$ cat config.mk
export PLATFORM = sky130hd
export DESIGN_NAME = imem_loader_flat
export DESIGN_NICKNAME = d
export VERILOG_FILES = /design/src/rtl/imem_loader_if.sv /design/src/rtl/imem_loader.sv /design/src/flat_wrapper.sv
export SDC_FILE = /design/constraint.sdc
export NUM_CORES = 1
export LEC_CHECK = 0
export ABC_AREA = 0
export CAP_MARGIN = 20
export CORE_MARGIN = 2
export CORE_UTILIZATION = 35
export CTS_CLUSTER_DIAMETER = 60
export DETAILED_ROUTE_END_ITERATION = 8
export GPL_ROUTABILITY_DRIVEN = 0
export HOLD_SLACK_MARGIN = 0.12
export SETUP_SLACK_MARGIN = 0.4
export SKIP_CTS_REPAIR_TIMING = 1
export SLEW_MARGIN = 30
export SYNTH_ARGS = -nofsm -noshare
export SYNTH_HDL_FRONTEND = slang
export SYNTH_SLANG_ARGS = --single-unit
$ cat constraint.sdc
create_clock -name clock -period 3.92 [get_ports clock]
set_clock_uncertainty 0.15 [all_clocks]
set_input_delay 0.784 -clock clock [delete_from_list [all_inputs] [get_ports clock]]
set_output_delay 0.784 -clock clock [all_outputs]
set_load 0.01 [all_outputs]
$ cat src/rtl/imem_loader_if.sv
// Byte-stream handshake and instruction-memory write port of the loader.
// The master side is the loader itself; the slave side is the byte source and memory.
interface imem_loader_if #(
    parameter int ADDR_W = 10
);
    logic              in_valid;
    logic [7:0]        in_byte;
    logic              in_ready;
    logic [ADDR_W-1:0] mem_address;
    logic [15:0]       mem_data;
    logic              mem_wren;

    modport master (
        input  in_valid, in_byte,
        output in_ready, mem_address, mem_data, mem_wren
    );

    modport slave (
        output in_valid, in_byte,
        input  in_ready, mem_address, mem_data, mem_wren
    );
endinterface

$ cat src/rtl/imem_loader.sv
// Instruction-memory loader: assembles a big-endian byte stream into 16-bit words
// and writes them to consecutive addresses until a terminator word or MAX_WORDS.
module imem_loader #(
    parameter int                ADDR_W    = 10,
    parameter logic [ADDR_W-1:0] BASE_ADDR = '0,
    parameter int                MAX_WORDS = 1024,
    parameter logic [15:0]       END_WORD  = 16'hFFFF
) (
    input  logic          clock,
    input  logic          reset_n,
    imem_loader_if.master bus,
    input  logic          load_start,
    output logic          busy,
    output logic          done,
    output logic          full,
    output logic [ADDR_W:0] word_count
);

    typedef enum logic [2:0] {
        IDLE,
        HI,
        LO,
        WRITE,
        DONE
    } state_t;

    localparam logic [ADDR_W:0] LAST_CNT = (ADDR_W + 1)'(MAX_WORDS - 1);

    state_t            state_q;
    state_t            state_d;
    logic [ADDR_W-1:0] addr_q;
    logic [7:0]        hi_q;
    logic [15:0]       word;
    logic              xfer;
    logic              start_ok;
    logic              last_word;

    assign word      = {hi_q, bus.in_byte};
    assign xfer      = bus.in_valid && bus.in_ready;
    assign start_ok  = load_start && (state_q == IDLE || state_q == DONE);
    assign last_word = (word_count == LAST_CNT);

    always_comb begin
        // NOTE: every signal gets a default before the case so no path leaves it unassigned (no latch).
        state_d      = state_q;
        bus.in_ready = (state_q == HI) || (state_q == LO);
        bus.mem_wren = (state_q == WRITE);
        busy         = (state_q == HI) || (state_q == LO) || (state_q == WRITE);
        done         = (state_q == DONE);

        unique case (state_q)
            IDLE:    if (load_start) state_d = HI;
            HI:      if (xfer) state_d = LO;
            LO:      if (xfer) state_d = (word == END_WORD) ? DONE : WRITE;
            WRITE:   state_d = last_word ? DONE : HI;
            DONE:    if (load_start) state_d = HI;
            default: state_d = IDLE;
        endcase
    end

    always_ff @(posedge clock or negedge reset_n) begin
        if (!reset_n) begin
            state_q <= IDLE;
        end else begin
            // NOTE: sequential state uses non-blocking assignment so all registers update together.
            state_q <= state_d;
        end
    end

    always_ff @(posedge clock or negedge reset_n) begin
        if (!reset_n) begin
            addr_q          <= '0;
            hi_q            <= '0;
            bus.mem_address <= '0;
            bus.mem_data    <= '0;
            word_count      <= '0;
            full            <= 1'b0;
        end else begin
            if (start_ok) begin
                addr_q     <= BASE_ADDR;
                word_count <= '0;
                full       <= 1'b0;
            end

            if (state_q == HI && xfer) begin
                hi_q <= bus.in_byte;
            end

            // The terminator is swallowed here and never reaches the write port.
            if (state_q == LO && xfer && word != END_WORD) begin
                bus.mem_data    <= word;
                bus.mem_address <= addr_q;
            end

            if (state_q == WRITE) begin
                addr_q     <= addr_q + 1'b1;
                word_count <= word_count + 1'b1;
                if (last_word) full <= 1'b1;
            end
        end
    end

endmodule
$ cat src/flat_wrapper.sv
// flat-port wrapper written by rule: the top's interface ports become plain ports
module imem_loader_flat 
#(
    parameter int                ADDR_W    = 10,
    parameter logic [ADDR_W-1:0] BASE_ADDR = '0,
    parameter int                MAX_WORDS = 1024,
    parameter logic [15:0]       END_WORD  = 16'hFFFF
)
  (clock, reset_n, load_start, busy, done, full, word_count, bus_in_valid, bus_in_byte, bus_in_ready, bus_mem_address, bus_mem_data, bus_mem_wren);
  imem_loader_if #(.ADDR_W(ADDR_W)) bus_i ();
  input  logic clock;
  input  logic reset_n;
  input  logic load_start;
  output logic busy;
  output logic done;
  output logic full;
  output logic [ADDR_W:0] word_count;
  input wire logic [$bits(bus_i.in_valid)-1:0] bus_in_valid;
  input wire logic [$bits(bus_i.in_byte)-1:0] bus_in_byte;
  output wire logic [$bits(bus_i.in_ready)-1:0] bus_in_ready;
  output wire logic [$bits(bus_i.mem_address)-1:0] bus_mem_address;
  output wire logic [$bits(bus_i.mem_data)-1:0] bus_mem_data;
  output wire logic [$bits(bus_i.mem_wren)-1:0] bus_mem_wren;
  assign bus_i.in_valid = bus_in_valid;
  assign bus_i.in_byte = bus_in_byte;
  assign bus_in_ready = bus_i.in_ready;
  assign bus_mem_address = bus_i.mem_address;
  assign bus_mem_data = bus_i.mem_data;
  assign bus_mem_wren = bus_i.mem_wren;
  imem_loader #(.ADDR_W(ADDR_W), .BASE_ADDR(BASE_ADDR), .MAX_WORDS(MAX_WORDS), .END_WORD(END_WORD)) u_core (.clock(clock), .reset_n(reset_n), .bus(bus_i), .load_start(load_start), .busy(busy), .done(done), .full(full), .word_count(word_count));
endmodule
# After elaboration in Yosys (flattened, before gate mapping)
# Index checks and enable logic that the tools add are counted.
dict set report op_classes {
  addsub 2
  n_eq_ne 10
  n_mux 13
  n_reduce_logical 12
}
# operator n
set ops {}
lappend ops {{$mux W11} 2}
lappend ops {{$mux W10} 2}
lappend ops {{$eq A16 B16 Y1 const B} 1}
lappend ops {{$ne A16 B16 Y1 const B} 1}
lappend ops {{$mux W3} 5}
lappend ops {{$pmux W3 S4} 1}
lappend ops {{$add A11 B1 Y11 const B} 1}
lappend ops {{$eq A11 B10 Y1 const B} 1}
lappend ops {{$add A10 B1 Y10 const B} 1}
lappend ops {{$eq A3 B2 Y1 const B} 2}
lappend ops {{$ne A2 B1 Y1 const B} 3}
lappend ops {{$logic_and A1 B1 Y1} 5}
lappend ops {{$eq A3 B1 Y1 const B} 1}
lappend ops {{$eq A3 B3 Y1 const B} 1}
lappend ops {{$logic_not A3 Y1} 1}
lappend ops {{$logic_or A1 B1 Y1} 3}
lappend ops {{$mux W1} 3}
lappend ops {{$reduce_and A3 Y1} 1}
lappend ops {{$reduce_bool A2 Y1} 1}
lappend ops {{$reduce_or A2 Y1} 1}
dict set report word_totals {
  register_bits 59
  inputBits 12
  output_inout_bits 42
  elab_cells 44
}

# Logic depth before layout (Yosys ltp)
# Gate-level depths: netlist (run 1).
dict set report depth {
  ltp_word 6
  ltp_mapped 7
  ltp_nobuf 5
}

# Worst setup path after synthesis (run 1)
# No wires, ideal clock.
dict set report synth_path {
  kind {input port to flip-flop}
  startpoint {in bus_in_byte[7]}
  endpoint {reg u_core.bus.mem_address[0]}
  setup_time_ps 125
  arrival_ps 1818
  required_time_ps 3645
  slack_ps 1827
  cell_stages 5
  path_buffers 1
  path_cell_list {nand4_1 nor4_4 nor2_4 buf_12 mux2_4}
}
dict set report synth_via {
  elab_chain_cells 2
}
# element line
set synth_lines {}
lappend synth_lines {{from (decl)} flat_wrapper.sv:19} ;# input wire logic [$bits(bus_i.in_byte)-1:0] bus_in_byte;
lappend synth_lines {{$ne A16 B16 Y1} imem_loader.sv:90} ;# if (state_q == LO && xfer && word != END_WORD) begin
lappend synth_lines {{$logic_and A1 B1 Y1} imem_loader.sv:90}
lappend synth_lines {{to (signal assigned)} imem_loader.sv:92} ;# bus.mem_address <= addr_q;
lappend synth_lines {{to (decl)} imem_loader_if.sv:15} ;# output in_ready, mem_address, mem_data, mem_wren
# No other way between the ends.
# A chain may end at the register's enable or synchronous reset.

# Final worst setup path (run 1)
dict set report layout_path {
  startpoint {reg u_core.state_q[2]}
  endpoint {out bus_mem_wren}
}
dict set report layout_via {
  elab_chain_cells 1
}
# element line
set layout_lines {}
lappend layout_lines {{from (decl)} imem_loader.sv:29} ;# state_t state_q;
lappend layout_lines {{from (signal assigned)} imem_loader.sv:66} ;# state_q <= state_d;
lappend layout_lines {{$eq A3 B2 Y1} imem_loader.sv:47} ;# bus.mem_wren = (state_q == WRITE);
lappend layout_lines {{to (decl)} flat_wrapper.sv:23} ;# output wire logic [$bits(bus_i.mem_wren)-1:0] bus_mem_wren;
# No other way between the ends.

==> impl_metrics.json, run 1 <==
{
  "status": "finished clean",
  "cts_sinks": 59,
  "min_period_over_period": 0.749,
  "post-synth-top-count-cell": "dfrtp_1",
  "top_usage_layer": "met2",
  "hold_class": "input port to asynchronous set/reset pin",
  "nets": 286,
  "synthArstFlopShare": 1.00,
  "syn_inst": 214,
  "num_rows": 31,
  "cap_violations": 0,
  "synth_cell_types": 37,
  "cts_buffer_depth": 2,
  "dieArea_mm2": 0.00839,
  "cpPeakStageDelay_ns": 0.54,
  "ys_ff_latch": 59,
  "criticalPathCategory": "flip-flop to primary output",
  "crit_required_ns": 2.99,
  "finalWirelength_mm": 5.78,
  "fin_crit_ns": 2.94,
  "use_met1": 0.201,
  "overflow": 0,
  "setup_ws_ns": 0.985,
  "tns_ns": 0,
  "crit_path_cell_trace": "nand3b_1, inv_2, clkdlybuf4s50_1",
  "yosys.area.top_type": "dfrtp_1",
  "avgSynthCellArea_um2": 12.6,
  "die_h_um": 91.6,
  "maxSlewHeadroom": 0.383,
  "track_usage": 0.148,
  "viasPerCell": 5.04,
  "total_power_mw": 2.35,
  "timing_hold_violations_final": 0,
  "setup_viol": 0,
  "dp_slack_ns": 1.03,
  "arrival_ns": 2.00,
  "use_met3": 0.0452,
  "crit_path_start_kind": "flip-flop",
  "final_cells": 376,
  "ant_nets": 0,
  "ys_warn_count": 0,
  "place_inst": 360,
  "design_area_mm2": 0.00350,
  "ys_seq_area_frac": 0.550,
  "die_w_um": 91.6,
  "drc": 0,
  "hold_slack_ns": 0.325,
  "netlist.area_leader.share": 0.550,
  "synth_edf_count": 0,
  "final_util": 0.477,
  "crit_path_end_kind": "primary output",
  "wl_per_cell_um": 15.4,
  "use_met2": 0.219,
  "syn2layout_area_growth_pct": 30.2,
  "antenna_found_initial": 0,
  "ys_top_cells_by_area": "dfrtp_1 55%, mux2_4 11%, mux2_2 5.9%, o21ai_0 3.9%, nand4_1 2.8%",
  "crit_buf_inv": 2,
  "powerDensity_mw_per_mm2": 671,
  "grt_pass1_vias": 1964,
  "numCtsBuffers": 9,
  "vias": 1896,
  "drive_above_1_share": 0.213,
  "ir_drop_mv": 0.290,
  "path_clk_slew_ns": 0.07,
  "placed_cell_area_mm2": 0.00329,
  "synth_area_mm2": 0.00269,
  "cp_max_fo": 11,
  "path_delay_family": "buffers and inverters",
  "ios": 54,
  "first_pass_iters": 4,
  "initial_core_util": 0.366,
  "io_buffers": 53,
  "finalMaxSlewViolations": 0,
  "rsz0062_at_grt": "false",
  "tightest_slew_ns": 0.925,
  "p_leak_nw": 1.50,
  "cts_tree": "yes",
  "drtIter0Drc": 116,
  "root_buffer": "clkbuf_8",
  "clkLatencyLatePin_ns": 0.33,
  "cp_slowest_cell": "clkdlybuf4s50_1",
  "dpl.hpwl_mm": 3.89,
  "synth_top_flop_cell": "dfrtp_1",
  "ctsHtreeMaxLevel": 3,
  "antennaDiodeCount": 0,
  "postSynthNetCount": 228,
  "grt_pass1_wl_mm": 9.75,
  "grt_start_max_net_pins": 32,
  "synthTopCellsByCount": "59 x dfrtp_1, 21 x o21ai_0, 20 x mux2_4",
  "clock.fmax_mhz": 341,
  "core_area_mm2": 0.00733
}
==> cell usage in the layout (no fill, tap or decap), types with 6 or more instances in the layout <==
| cell | count |
|---|---|
| a21oi_1 | 6 |
| clkbuf_8 | 12 |
| clkdlybuf4s50_1 | 52 |
| dfrtp_1 | 59 |
| mux2_2 | 14 |
| mux2_4 | 20 |
| nand2_1 | 15 |
| nand3_1 | 7 |
| nand4_1 | 12 |
| nor2_1 | 7 |
| o21ai_0 | 21 |
==> logic make-up after synthesis <==
| kind of cell | synth area share |
|---|---|
| compound gates | 0.106 |
| buf+inv | 0.0321 |
| flops | 0.550 |
| mux | 0.174 |
| fa+ha+maj | 0.00931 |
| xor+xnor | 0.00326 |
| simple gates | 0.125 |
==> worst paths after layout <==
kind,slack (ns),end,cells after the start,start
max in group asynchronous,2.45,u_core.addr_q[6]$_DFFE_PN0P_,2,reset_n
min reg2reg,0.32,u_core.addr_q[9]$_DFFE_PN0P_,1,u_core.addr_q[9]$_DFFE_PN0P_
min,0.32,u_core.bus.mem_data[10]$_DFFE_PN0P_,1,reset_n
min in group clock,0.33,u_core.addr_q[9]$_DFFE_PN0P_,1,u_core.addr_q[9]$_DFFE_PN0P_
max reg2reg,1.38,u_core.word_count[8]$_DFFE_PN0P_,6,u_core.state_q[2]$_DFFE_PN0P_
max,0.98,bus_mem_wren,3,u_core.state_q[2]$_DFFE_PN0P_
==> metal layers <==
metal / wire, µm / vias to the layer above
met1: 2880 / 937
met4: 82 / 0
met5: 0 / -
met3: 257 / 6
met2: 2560 / 49
li1: - / 904
==> area by class of cell <==
cell class                      count  area [µm²]
Clock buffer                       15         176
Clock inverter                      1        30.0
Fill cell                         668        3830
Inverter                            3        11.3
Multi-Input combinational cell    142        1120
Sequential cell                    59        1480
Tap cell                           99         124
Timing Repair Buffer               57         556
==> state kept, by name (all words and copies together) (netlist names) <==
| name | flops |
|---|---|
| u_core.full | 1 |
| u_core.bus.mem_data | 16 |
| u_core.hi_q | 8 |
| u_core.state_q | 3 |
| u_core.addr_q | 10 |
| u_core.word_count | 11 |
| u_core.bus.mem_address | 10 |
==> where the power goes <==
| part | internal, mW | switching [mW] | total (mW) |
|---|---|---|---|
| registers | 0.788 | 0.152 | 0.940 |
| clock network | 0.347 | 0.224 | 0.571 |
| logic | 0.499 | 0.336 | 0.835 |
| total | 1.63 | 0.713 | 2.35 |
==> worst reg2reg max path, cell delays in order (launching register included) <==
cell and delay (ns):
dfrtp_1 0.51, nand3b_1 0.45, inv_2 0.07, buf_4 0.21, a21oi_1 0.73, o21ai_0 0.20, o21ai_0 0.13
Note: power is estimated with default switching activity, not from simulation.
==> inputs of run 2 (changes only) <==
==> constraint.sdc (replaced) <==
create_clock -name clock -period 2.8 [get_ports clock]
set_clock_uncertainty 0.15 [all_clocks]
set_input_delay 0.56 -clock clock [delete_from_list [all_inputs] [get_ports clock]]
set_output_delay 0.56 -clock clock [all_outputs]
set_load 0.01 [all_outputs]
==> impl_metrics.json, run 2 (same netlist as run 1, synthesis figures left out) <==
{
  "root_buffer": "clkbuf_8",
  "drtIter0Drc": 83,
  "hold_class": "flip-flop to flip-flop",
  "die_h_um": 91.6,
  "vias": 1990,
  "final.fill_count": 667,
  "tightest_slew_ns": 0.848,
  "antenna_found_initial": 0,
  "grt_pass1_wl_mm": 9.57,
  "dpl.hpwl_mm": 3.92,
  "fin_crit_ns": 2.28,
  "grt_start_max_net_pins": 29,
  "setup_viol": 0,
  "drc": 0,
  "io_buffers": 53,
  "initial_core_util": 0.366,
  "first_pass_iters": 4,
  "wl_per_cell_um": 15.0,
  "p_leak_nw": 1.59,
  "final_util": 0.495,
  "track_usage": 0.147,
  "ant_nets": 0,
  "crit_path_end_kind": "primary output",
  "timing_hold_violations_final": 0,
  "powerDensity_mw_per_mm2": 950,
  "nets": 296,
  "ios": 54,
  "criticalPathCategory": "flip-flop to primary output",
  "viasPerCell": 5.16,
  "antennaDiodeCount": 0,
  "ctsHtreeMaxLevel": 3,
  "crit_path_start_kind": "flip-flop",
  "reg.largest.list": "u_core.bus.mem_data: 16 flops, u_core.word_count: 11 flops",
  "largest_reg_flops": 16,
  "finalMaxSlewViolations": 0,
  "cp_max_fo": 7,
  "clkLatencyLatePin_ns": 0.34,
  "cts_buffer_depth": 2,
  "cap_violations": 0,
  "rsz0062_at_grt": "false",
  "final_common_cell": "dfrtp_1",
  "core_area_mm2": 0.00733,
  "grt_pass1_vias": 1947,
  "syn2layout_area_growth_pct": 35.1,
  "status": "finished clean",
  "numCtsBuffers": 9,
  "clock.fmax_mhz": 439,
  "cp-startpoint": "u_core.state_q[1]$_DFFE_PN0P_",
  "cts_sinks": 59,
  "layout_common_cells": "56 x dfrtp_1, 50 x clkdlybuf4s50_1, 21 x o21ai_0",
  "crit_required_ns": 2.09,
  "finalWirelength_mm": 5.79,
  "dieArea_mm2": 0.00839,
  "drive_above_1_share": 0.261,
  "multi_input_area_mm2": 0.00113,
  "worstHoldStart": "u_core.addr_q[9]$_DFFE_PN0P_",
  "top_register": "u_core.bus.mem_data",
  "arrival_ns": 1.57,
  "die_w_um": 91.6,
  "ir_drop_mv": 0.434,
  "seqCellArea_mm2": 0.00148,
  "maxSlewHeadroom": 0.435,
  "r2r_start": "u_core.state_q[0]$_DFFE_PN0P_",
  "path_clk_slew_ns": 0.07,
  "tns_ns": 0,
  "num_rows": 31,
  "min_period_over_period": 0.814,
  "overflow": 0,
  "cts_tree": "yes"
}
==> run 2: worst paths after layout <==
kind	end	slack, ns	depth (start not counted)
max	bus_in_ready	0.52	3
min	u_core.addr_q[9]$_DFFE_PN0P_	0.34	1
max reg2reg	u_core.bus.mem_address[8]$_DFFE_PN0P_	0.66	6
min reg2reg	u_core.addr_q[9]$_DFFE_PN0P_	0.34	1
max in group asynchronous	u_core.state_q[0]$_DFFE_PN0P_	1.17	3
min in group asynchronous	u_core.bus.mem_data[2]$_DFFE_PN0P_	0.62	2
==> run 2: final cells by class <==
class / count / area share
Inverter: 3 / 0.00379
Tap cell: 99 / 0.0341
Clock buffer: 9 / 0.0341
Sequential cell: 59 / 0.408
Timing Repair Buffer: 67 / 0.181
Clock inverter: 7 / 0.0272
Multi-Input combinational cell: 142 / 0.312
==> run 2: critical path, cell delays in order (launching register included) <==
cell,delay (ns)
dfrtp_2,0.47
xnor2_1,0.15
nor2_1,0.08
clkdlybuf4s50_1,0.54
==> run 2: per-stage QoR <==
stage	hold WS (ns)	instances	setup WS, ns	power [mW]	cell area (µm²)
after global placement	0.330	363	0.0731	2.52	3310
after global routing	0.380	386	0.436	3.65	3630
after floorplan	0.114	214	0.931	1.98	2690
final	0.341	386	0.520	3.45	3630
after detailed placement	0.341	363	0.0509	2.53	3310
after CTS	0.0874	379	0.255	3.41	3540
==> run 2: routing by layer <==
metal  vias to the layer above  part of all wire  GRT usage  routed length [µm]
li1                        926                 -          -                   -
met1                       994              0.47      0.189                2740
met2                        63              0.46      0.226                2670
met3                         7             0.056     0.0616                 327
met4                         0            0.0098     0.0417                  57
met5                         -                 0          0                   0
==> run 2: power breakdown <==
part           switching, mW  internal (mW)  leakage, nW
clock network          0.359          0.507        0.110
registers              0.208           1.11        0.762
logic                  0.505          0.765        0.718
